`config.mk`:
```
export PLATFORM = sky130hd
export DESIGN_NAME = wb_stage
export DESIGN_NICKNAME = d
export VERILOG_FILES = /design/src/rtl/wb_stage_pkg.sv /design/src/rtl/mux64_2x1.sv /design/src/rtl/pipe_reg_en_clr.sv /design/src/rtl/wb_stage.sv
export SDC_FILE = /design/constraint.sdc
export NUM_CORES = 1
export LEC_CHECK = 0
export ABC_AREA = 1
export CORE_AREA = 2 2 173 175
export DETAILED_ROUTE_END_ITERATION = 10
export DIE_AREA = 0 0 175 177
export PLACE_DENSITY = 0.68
export SETUP_SLACK_MARGIN = 0.02
export SYNTH_ARGS = -nofsm -noshare
export SYNTH_HDL_FRONTEND = slang
export SYNTH_HIERARCHICAL = 1
export SYNTH_SLANG_ARGS = --single-unit
```
`constraint.sdc`:
```
create_clock -name clk -period 2.6 [get_ports clk]
set_input_delay 0.78 -clock clk [delete_from_list [all_inputs] [get_ports clk]]
set_output_delay 0.78 -clock clk [all_outputs]
set_load 0.005 [all_outputs]
```
`src/rtl/wb_stage_pkg.sv`:
```
// Shared CPU constants and the MEM/WB pipeline register layout.
package wb_stage_pkg;

    localparam int unsigned DATA_W = 64;
    localparam logic [4:0] XZR_IDX = 5'd31;

    typedef struct packed {
        logic              valid;
        logic              reg_write;
        logic              bl;
        logic [4:0]        rd;
        logic [DATA_W-1:0] result;
        logic [DATA_W-1:0] pc_plus4;
    } memwb_t;

endpackage

```
`src/rtl/mux64_2x1.sv`:
```
// Plain 64-bit two-input multiplexer; sel=1 picks b.
module mux64_2x1 (
    input  logic [63:0] a,
    input  logic [63:0] b,
    input  logic        sel,
    output logic [63:0] y
);

    assign y = sel ? b : a;

endmodule

```
`src/rtl/pipe_reg_en_clr.sv`:
```
// Generic pipeline register with synchronous clear (reset or flush) and load enable.
module pipe_reg_en_clr #(
    parameter int unsigned W = 8
) (
    input  logic         clk,
    input  logic         reset,
    input  logic         clr,
    input  logic         en,
    input  logic [W-1:0] d,
    output logic [W-1:0] q
);

    // Clear beats enable so a flush during a stall still drops the held entry.
    always_ff @(posedge clk) begin
        if (reset || clr) begin
            q <= '0;
        end else if (en) begin
            q <= d;
        end
    end

endmodule

```
`src/rtl/wb_stage.sv`:
```
// Write-back stage: MEM/WB register, regfile write controls, forwarding and retire counter.
module wb_stage
    import wb_stage_pkg::*;
#(
    parameter logic [4:0]  XZR   = wb_stage_pkg::XZR_IDX,
    parameter int unsigned CNT_W = 32
) (
    input  logic              clk,
    input  logic              reset,
    input  logic              stall,
    input  logic              flush,
    input  logic              mem_valid,
    input  logic              mem_RegWrite,
    input  logic              mem_MemtoReg,
    input  logic              mem_BLsignal,
    input  logic [4:0]        mem_Rd,
    input  logic [DATA_W-1:0] mem_alu_result,
    input  logic [DATA_W-1:0] mem_read_data,
    input  logic [DATA_W-1:0] mem_pc_plus4,
    output logic [DATA_W-1:0] WBsignal,
    output logic [DATA_W-1:0] BLT,
    output logic              BLsignal,
    output logic              RegWrite,
    output logic [4:0]        Rd_wb,
    output logic              fwd_valid,
    output logic [4:0]        fwd_Rd,
    output logic [DATA_W-1:0] fwd_data,
    output logic [CNT_W-1:0]  retired_count
);

    memwb_t            memwb_d;
    memwb_t            memwb_q;
    logic [DATA_W-1:0] mem_result;
    logic [CNT_W-1:0]  count_q;

    mux64_2x1 u_result_mux (
        .a   (mem_alu_result),
        .b   (mem_read_data),
        .sel (mem_MemtoReg),
        .y   (mem_result)
    );

    // Control bits are qualified by mem_valid so a bubble can never write.
    always_comb begin
        memwb_d           = '0;
        memwb_d.valid     = mem_valid;
        memwb_d.reg_write = mem_valid & mem_RegWrite;
        memwb_d.bl        = mem_valid & mem_BLsignal;
        memwb_d.rd        = mem_Rd;
        memwb_d.result    = mem_result;
        memwb_d.pc_plus4  = mem_pc_plus4;
    end

    pipe_reg_en_clr #(
        .W ($bits(memwb_t))
    ) u_memwb_reg (
        .clk   (clk),
        .reset (reset),
        .clr   (flush),
        .en    (~stall),
        .d     (memwb_d),
        .q     (memwb_q)
    );

    assign RegWrite = memwb_q.valid & memwb_q.reg_write & (memwb_q.rd != XZR);
    assign BLsignal = memwb_q.valid & memwb_q.bl;
    assign Rd_wb    = memwb_q.rd;
    assign WBsignal = memwb_q.result;
    assign BLT      = memwb_q.pc_plus4;

    assign fwd_valid = RegWrite;
    assign fwd_Rd    = Rd_wb;

    mux64_2x1 u_fwd_mux (
        .a   (WBsignal),
        .b   (BLT),
        .sel (BLsignal),
        .y   (fwd_data)
    );

    // Counts only genuine captures, so held or flushed entries are never recounted.
    always_ff @(posedge clk) begin
        if (reset) begin
            count_q <= '0;
        end else if (!flush && !stall && mem_valid) begin
            count_q <= count_q + CNT_W'(1);
        end
    end

    assign retired_count = count_q;

endmodule
```
**Yosys cells after proc, flatten, opt, wreduce, memory -nomap -nowiden**

Index checks and enable logic that the tools add are counted.

- Register bits after elaboration: 168
- Input port bits: 205
- Output and inout bits: 237

- $add $sub $neg: 1
- Equality and inequality tests: 1
- Muxes and demuxes: 2
- Bitwise operators: 5
- Reduce and logical (&&, ||, !) cells: 5

Operators by type and width:

| operator | count |
|---|---|
| 64-bit 2-to-1 mux | 2 |
| 32-bit by 1-bit adder with 32-bit output, second input constant | 1 |
| 1-bit bitwise AND | 5 |
| 5-bit != test, second input constant | 1 |
| 1-bit logical AND | 2 |
| 1-bit logical NOT | 2 |
| 1-bit logical OR | 1 |

**Logic depth before layout (Yosys ltp)**

Gate-level depths: netlist of the first run.

- Word-level depth: 3
- Gate-level depth with buffers: 9
- Mapped depth without buffers: 9

**Modules after synthesis**

Netlist of the first run, hierarchy kept.

Modules (own cells, without submodules):

| module | instances | cells an instance | area an instance (um2) | sequential area each (um2) |
|---|---|---|---|---|
| pipe_reg_en_clr | 1 | 861 | 5,531.6 | 2,722.6 |
| wb_stage | 1 | 303 | 1,900.6 | 640.6 |
| mux64_2x1 | 2 | 206 | 844.6 | 0.0 |

**Worst setup path after synthesis of the first run**

No wires, ideal clock.

- Kind: register -> output
- Start: register u_memwb_reg.q[135]
- End: output fwd_data[10]
- Arrival: 916 ps
- Data required time: 1,820 ps
- Setup slack: 904 ps
- Cell stages (with the launch flop): 7
- Path through: dfxtp_1 nand2_1 inv_1 buf_4 clkbuf_8 nand2_1 nand2_1

- Longest elaborated chain between the ends: 2

Ends and longest elaborated chain:

| what | line | text |
|---|---|---|
| start: declaration | pipe_reg_en_clr.sv:10 | `output logic [W-1:0] q` |
| start signal: assignment | pipe_reg_en_clr.sv:16 | `q <= '0;` |
| start signal: assignment | pipe_reg_en_clr.sv:18 | `q <= d;` |
| 1-bit bitwise AND | wb_stage.sv:66 | `assign BLsignal = memwb_q.valid & memwb_q.bl;` |
| net BLsignal | wb_stage.sv:22 | `output logic BLsignal,` |
| 64-bit 2-to-1 mux | mux64_2x1.sv:9 | `assign y = sel ? b : a;` |
| end: declaration | wb_stage.sv:27 | `output logic [DATA_W-1:0] fwd_data,` |

The timed path passes the listed nets, and every way through them passes these cells.

**Worst setup path after layout of the first run**

- Start: register u_memwb_reg.q[133]
- End: output fwd_data[23]

- Longest elaborated chain between the ends: 2

Ends and longest elaborated chain:

| what | line |
|---|---|
| 1-bit bitwise AND | wb_stage.sv:66 |
| 64-bit 2-to-1 mux | mux64_2x1.sv:9 |

Every way passes these cells.

==> qor.csv, run 1 <==
stage,metric,value,unit
floorplanning,core-area,29240,µm²
sta,max-slew-margin-rel,0.6387,
placed_design,preCtsSetupSlack,98.62,ps
global_route,grt_overflow,0,
clock_network,clk_root_buffer_cell,sky130_fd_sc_hd__clkbuf_16,
clock_network,cts-hold-fix-buffers,0,
power,p_total,6.479,mW
clock_network,tritoncts_num_sinks,168,
setup_path,critical-path-max-stage-delay,490,ps
sta,fin_worst_skew,13.54,ps
global_route,met1_capacity_usage_during_global_routing,0.2903,
clock_network,clock_tree.htree_level_count,4,
yosys,synth_top_area_share,0.3687,
layout,finish.utilization,0.5079,
sta,final.min_clock_period,2572,ps
setup_path,crit_path_end_kind,primary output,
global_route,gr-usage-all-layers,0.2208,
yosys,synth_edf_count,0,
sta,hold_viol_final,0,
global_route,maximum_number_of_pins_on_one_net_before_global_route_repair,114,
clock_network,worst_skew_pair.late_latency,420,ps
floorplanning,chipWidth,175,µm
floorplanning,floorplan.die.height,177,µm
yosys,flip_flop_and_latch_count_after_synthesis,168,
global_route,grt_first_pass_wirelength,53.42,mm
yosys,post_synth_instance_area,9121,µm²
layout,final_net_count,2206,
global_route,antenna_found_initial,3,
layout,area_growth_syn_to_layout,62.84,%
setup_path,critical_path_s_slowest_cell,sky130_fd_sc_hd__clkdlybuf4s50_1,
drt,drt-initial-drc-count,810,
drt,detailedRoute.firstPassIterationCount,8,
setup_path,timing.critical_path.max_delay_family,buffers and inverters,
setup_path,cp_data_required_time,1820,ps
placed_design,post-dp-hpwl,26.19,mm
floorplanning,start_util,0.3119,
yosys,netlist_instances,1576,
clock_network,worst_setup_hold_path_clk_slew,70,ps
drt,detail_route.wirelength,36.77,mm
setup_path,arrival_time_at_the_worst_endpoint,1790,ps
global_route,grt-busiest-layer,met2,
clock_network,tritoncts_clock_tree,done,
sta,worst_pin_slew,542.0,ps
yosys,most_area_hungry_cell_type_in_the_yosys_netlist,sky130_fd_sc_hd__dfxtp_1,
setup_path,crit_fanout,30,
sta,grt_setup_unrepaired,true,
floorplanning,floorplan.die_area,30980,µm²
yosys,avgSynthCellArea,5.788,µm²
global_route,met3_usage,0.03887,
drt,wire_per_inst,15.30,µm
setup_path,critPathLaunchType,flip-flop,
yosys,synthTopCellsByCount,"724 x sky130_fd_sc_hd__nand2_1, 322 x sky130_fd_sc_hd__nor2_1, 185 x sky130_fd_sc_hd__inv_1",
clock_network,clk_path_buf_depth,2,
floorplanning,site_rows,63,
yosys,ys_top_cells_by_area,"sky130_fd_sc_hd__dfxtp_1 37%, sky130_fd_sc_hd__nand2_1 30%, sky130_fd_sc_hd__nor2_1 13%",
yosys,syn-num-nets,1782,
clock_network,tritoncts.num_buffers,17,
yosys,synth_sequential_area_ratio,0.3687,
setup_path,critical_path.cell_chain,"nand2_4, clkinv_8, buf_12, nand2_1, nand2_1, clkdlybuf4s50_1",
global_route,grt_pass1_vias,9443,
setup_path,crit_type,flip-flop to primary output,
yosys,asyncSetResetFlopFracSynth,0,
power,cellLeakagePower,7.887,nW
sta,setup_viol,0,
sta,final.setup.tns,0,ps
drt,vias,10480,
sta,max_freq,388.9,MHz
setup_path,cp.buffers_inverters,3,
sta,hold_ws,481.1,ps
flow_run,drv_cap,0,
setup_path,crit_path_frequent_cell,sky130_fd_sc_hd__nand2_1,
yosys,synth_top_flop_cell,sky130_fd_sc_hd__dfxtp_1,
power,power.density,436.2,nW/µm²
hold_path,class_of_the_tightest_hold_or_removal_check,flip-flop to flip-flop,
placed_design,gpl.final_weighted_congestion,0.9167,
placed_design,port_buffers,441,
power,vdd_drop_max,292.3,µV
sta,final_critical_path_setup_slack,28.35,ps
yosys,ys.warnings.count,6,
layout,layout-drive-gt1-share,0.05370,
global_route,grt.met2_usage,0.3748,
drt,detail_route.drc_violations,0,
drt,detail_route.vias_per_cell,4.360,
sta,timing.final.max_slew_violations,0,
floorplanning,ioPinCount,442,
drt,postRouteAntennaNets,0,
run_status,run_status,"finished, final reports clean",
yosys,cell_with_the_most_instances_after_synthesis,sky130_fd_sc_hd__nand2_1,
yosys,synth_cell_type_count,27,
sta,final.period_utilization,0.9891,
## cells by family (layout without fill, tap and decap cells)
logic type,count (synthesis),count (layout),share of synthesized area
XOR/XNOR,4,4,0.003842
flip-flops,168,168,0.3687
AO/OA/AOI/OAI,27,27,0.01591
adder cells (fa/ha/maj),1,1,0.001372
AND/OR/NAND/NOR,1110,1110,0.4737
buffers and inverters,266,701,0.1365
other,0,2,0
## cell type report
type / count / area [µm²]
Fill cell: 2929 / 14390
Tap cell: 390 / 488.0
Multi-Input combinational cell: 1142 / 4532
Clock buffer: 17 / 425.4
Inverter: 187 / 748.2
Antenna cell: 2 / 5.005
Sequential cell: 168 / 3366
Timing Repair Buffer: 484 / 5154
Clock inverter: 13 / 135.1
## per-stage QoR
stage	std cells	area, µm²
after floorplan	1576	9121
after global placement	2353	13780
after detailed placement	2353	13780
after CTS	2392	14570
after global routing	2403	14850
final	2403	14850
## power by group
group          switching (mW)  total (mW)  internal [mW]
logic                   0.514        1.20          0.682
clock network            1.18        2.52           1.35
registers              0.0929        2.76           2.67
## layer usage
metal,vias up,wire length (µm)
met4,0,550
met1,4607,16220
li1,5441,-
met5,-,0
met2,401,17600
met3,29,2392
## tightest hold or removal path, delay by kind of cell, from the launching register on
| family | cells | cell delay, ps |
|---|---|---|
| flops | 1 | 330 |
| simple gates | 2 | 120 |
## placed cells by master (no fill, tap or decap), drive strengths merged, types with 12 or more instances in the layout
cell type | Yosys | routed
clkdlybuf4s50 | 0 | 376
nand2 | 730 | 730
buf | 61 | 41
clkbuf | 18 | 21
dfxtp | 168 | 168
a21oi | 12 | 12
dlymetal6s2s | 0 | 53
inv | 187 | 195
nand3 | 29 | 29
nor2 | 337 | 337
## sequential cells by signal, summed over array words and instances, names as in the netlist
name,flops
u_memwb_reg/q,136
retired_count,32
## path summary, 6_finish.rpt
check,from,endpoint,slack [ps],cells past startpoint
worst max-delay path,u_memwb_reg/q[133],fwd_data[23],30,6
worst min-delay path,u_memwb_reg/q[134],u_memwb_reg/q[134],480,2
worst max register to register,retired_count[1],retired_count[28],960,8
worst min register to register,u_memwb_reg/q[134],u_memwb_reg/q[134],480,2
## what timing repair did
item | 4_1_cts | 5_1_grt
endpoints found under the setup margin | 65 | 55
pin swaps | 0 | 0
gates resized for setup | 33 | 65
endpoints found under the hold margin | 0 | 0
setup buffers | 5 | 5
cloned | 4 | 5
No activity file was read; power rests on OpenSTA's default activity.
==> run 2: changes to the inputs <==
--- a/config.mk
+++ b/config.mk
@@ -9,6 +9,7 @@
 export CORE_AREA = 2 2 173 175
 export DETAILED_ROUTE_END_ITERATION = 10
 export DIE_AREA = 0 0 175 177
+export GPL_TIMING_DRIVEN = 0
 export PLACE_DENSITY = 0.68
 export SETUP_SLACK_MARGIN = 0.02
 export SYNTH_ARGS = -nofsm -noshare
==> run 2 against run 1 <==
Against the previous run: total power down 1.0%; sequential power is essentially flat; clock power shrank 4%; sequential cell count unchanged; final area down 0.48%; highest routed layer is now met5; global-route usage up 2.2 points; clock-buffer cell count unchanged; core utilization decreased by 0.24 points; fmax is essentially flat; worst hold slack worse by 0.85 ps; cell count rose by 2.1%.
==> qor.csv, run 2 (synthesized netlist as in run 1, its figures left out) <==
stage,metric,value,unit,change
sta,grt_setup_unrepaired,true,,unchanged
layout,largest-register,u_memwb_reg/q,,unchanged
clock_network,cts-hold-fix-buffers,0,,unchanged
drt,vias,10800,,was 10480
sta,max_freq,388.9,MHz,about the same
clock_network,worst_setup_hold_path_clk_slew,70,ps,about the same
power,cellLeakagePower,7.306,nW,was 7.887 nW
power,total_switching_power,1.821,mW,was 1.783 mW
clock_network,tritoncts.num_buffers,17,,unchanged
setup_path,crit_fanout,6,,was 30
sta,hold_viol_final,0,,unchanged
setup_path,arrival_time_at_the_worst_endpoint,1790,ps,about the same
setup_path,cp_data_required_time,1820,ps,about the same
floorplanning,core-area,29240,µm²,unchanged
power,vdd_drop_max,289.6,µV,was 292.3 µV
sta,worst_pin_slew,542.0,ps,about the same
placed_design,post-dp-hpwl,30.58,mm,was 26.19 mm
clock_network,tritoncts_num_sinks,168,,unchanged
power,power.share.combinational,0.192,,was 0.185
sta,max-slew-margin-rel,0.6387,,about the same
placed_design,preCtsSetupSlack,18.10,ps,was 98.62 ps
run_status,run_status,"finished, final reports clean",,unchanged
global_route,maximum_number_of_pins_on_one_net_before_global_route_repair,17,,was 114
global_route,grt_first_pass_wirelength,57.73,mm,was 53.42 mm
layout,largest_reg_flops,136,,unchanged
global_route,grt_pass1_vias,10070,,was 9443
sta,final.min_clock_period,2571,ps,was 2572 ps
clock_network,clk_root_buffer_cell,sky130_fd_sc_hd__clkbuf_16,,unchanged
layout,finish.utilization,0.5055,,was 0.5079
floorplanning,start_util,0.3119,,unchanged
clock_network,clock_tree.htree_level_count,4,,unchanged
floorplanning,chipWidth,175,µm,unchanged
setup_path,crit_type,flip-flop to primary output,,unchanged
setup_path,crit_path_end_kind,primary output,,unchanged
layout,final_net_count,2254,,was 2206
drt,detail_route.vias_per_cell,4.404,,was 4.360
floorplanning,floorplan.die.height,177,µm,unchanged
global_route,gr-usage-all-layers,0.2427,,was 0.2208
clock_network,worst_skew_pair.late_latency,430,ps,was 420 ps
sta,final.period_utilization,0.9890,,was 0.9891
drt,detail_route.wirelength,38.83,mm,was 36.77 mm
power,share_seq_of_total_power,0.429,,was 0.426
drt,drt-initial-drc-count,672,,was 810
sta,setup_viol,0,,unchanged
power,cell_internal_power_dissipation,4.592,mW,was 4.696 mW
power,power_frac_clock,0.378,,was 0.390
placed_design,port_buffers,441,,unchanged
layout,area_growth_syn_to_layout,62.06,%,was 62.84%
drt,detailedRoute.firstPassIterationCount,5,,was 8
layout,final_common_cell,sky130_fd_sc_hd__nand2_1,,unchanged
placed_design,gpl.final_weighted_congestion,0.9175,,was 0.9167
layout,layout-drive-gt1-share,0.07188,,was 0.05370
drt,detail_route.drc_violations,0,,unchanged
sta,fin_worst_skew,11.60,ps,was 13.54 ps
floorplanning,floorplan.die_area,30980,µm²,unchanged
global_route,grt_overflow,0,,unchanged
hold_path,class_of_the_tightest_hold_or_removal_check,flip-flop to flip-flop,,unchanged
layout,layout_common_cells,"722 x sky130_fd_sc_hd__nand2_1, 377 x sky130_fd_sc_hd__clkdlybuf4s50_1, 322 x sky130_fd_sc_hd__nor2_1, 184 x sky130_fd_sc_hd__inv_1, 166 x sky130_fd_sc_hd__dfxtp_1",,"was 721 x sky130_fd_sc_hd__nand2_1, 376 x sky130_fd_sc_hd__clkdlybuf4s50_1, 322 x sky130_fd_sc_hd__nor2_1, 183 x sky130_fd_sc_hd__inv_1, 166 x sky130_fd_sc_hd__dfxtp_1"
floorplanning,site_rows,63,,unchanged
setup_path,critPathLaunchType,flip-flop,,unchanged
sta,final_critical_path_setup_slack,28.64,ps,was 28.35 ps
clock_network,clk_path_buf_depth,2,,unchanged
drt,postRouteAntennaNets,0,,unchanged
flow_run,drv_cap,0,,unchanged
sta,hold_ws,480.2,ps,was 481.1 ps
power,p_total,6.413,mW,was 6.479 mW
global_route,antenna_found_initial,9,,was 3
clock_network,tritoncts_clock_tree,done,,unchanged
sta,final.setup.tns,0,ps,unchanged
sta,timing.final.max_slew_violations,0,,unchanged
drt,wire_per_inst,15.83,µm,was 15.30 µm
power,p_sw_frac,0.2839,,was 0.2752
floorplanning,ioPinCount,442,,unchanged
power,power.density,433.9,nW/µm²,was 436.2 nW/µm²
## run 2: routing by layer
| layer | vias up | GRT usage | wire length, µm |
|---|---|---|---|
| met4 | 6 | 0.08160 | 901 |
| met3 | 67 | 0.06443 | 2956 |
| met1 | 4799 | 0.3019 | 16570 |
| met5 | - | 0 | 31 |
| met2 | 391 | 0.4073 | 18370 |
| li1 | 5539 | - | - |
## run 2: metrics by stage
step	instance area [µm²]	std cells
2_1_floorplan	9121	1576
3_3_place_gp	14020	2407
3_5_place_dp	14020	2407
4_1_cts	14730	2446
5_1_grt	14780	2453
6_report	14780	2453
## run 2: worst paths after layout
path              cells past startpoint               start                 end  slack, ps
setup / recovery                      9  u_memwb_reg/q[133]        fwd_data[27]         30
hold / removal                        2  u_memwb_reg/q[134]  u_memwb_reg/q[134]        480
setup reg to reg                      8    retired_count[0]   retired_count[28]        980
hold reg to reg                       2  u_memwb_reg/q[134]  u_memwb_reg/q[134]        480
## run 2: final cells by class
type	instances	area [µm²]
clock inverter	13	113.9
sequential	168	3366
tap	390	488.0
buffer	79	650.6
antenna	4	10.01
fill	3040	14460
timing repair buffer	453	4489
multi-input combinational	1142	4524
inverter	187	714.4
clock buffer	17	425.4
## run 2: timing repair
item	CTS	global route
gates resized for setup	97	8
cloned	3	0
buffers inserted	6	3
endpoints found under the setup margin	64	10
## run 2: power by group through the flow
| stage | clock network, mW | logic, mW | registers, mW |
|---|---|---|---|
| after CTS | 2.49 | 1.24 | 2.75 |
| after global routing | 2.60 | 1.36 | 2.76 |
| final | 2.43 | 1.23 | 2.75 |
| after detailed placement | 0 | 1.26 | 2.81 |
| after global placement | 0 | 1.25 | 2.81 |
| after floorplan | 0 | 0.499 | 2.79 |
## run 2: critical path, cell delays in order (launching register included)
cell and delay, ps:
sky130_fd_sc_hd__dfxtp_2 330, sky130_fd_sc_hd__nand2_2 90, sky130_fd_sc_hd__inv_6 60, sky130_fd_sc_hd__buf_12 140, sky130_fd_sc_hd__buf_4 130, sky130_fd_sc_hd__clkbuf_8 130
sky130_fd_sc_hd__buf_6 120, sky130_fd_sc_hd__nand2_1 50, sky130_fd_sc_hd__nand2_1 50, sky130_fd_sc_hd__dlygate4sd2_1 250
==> run 3: changes to the inputs <==
--- a/config.mk
+++ b/config.mk
@@ -6,6 +6,7 @@
 export NUM_CORES = 1
 export LEC_CHECK = 0
 export ABC_AREA = 1
+export ABC_CLOCK_PERIOD_IN_PS = 2600
 export CORE_AREA = 2 2 173 175
 export DETAILED_ROUTE_END_ITERATION = 10
 export DIE_AREA = 0 0 175 177
==> results of run 3 <==
Same layout as run 2: the final DEF is identical, and so are final timing and power.
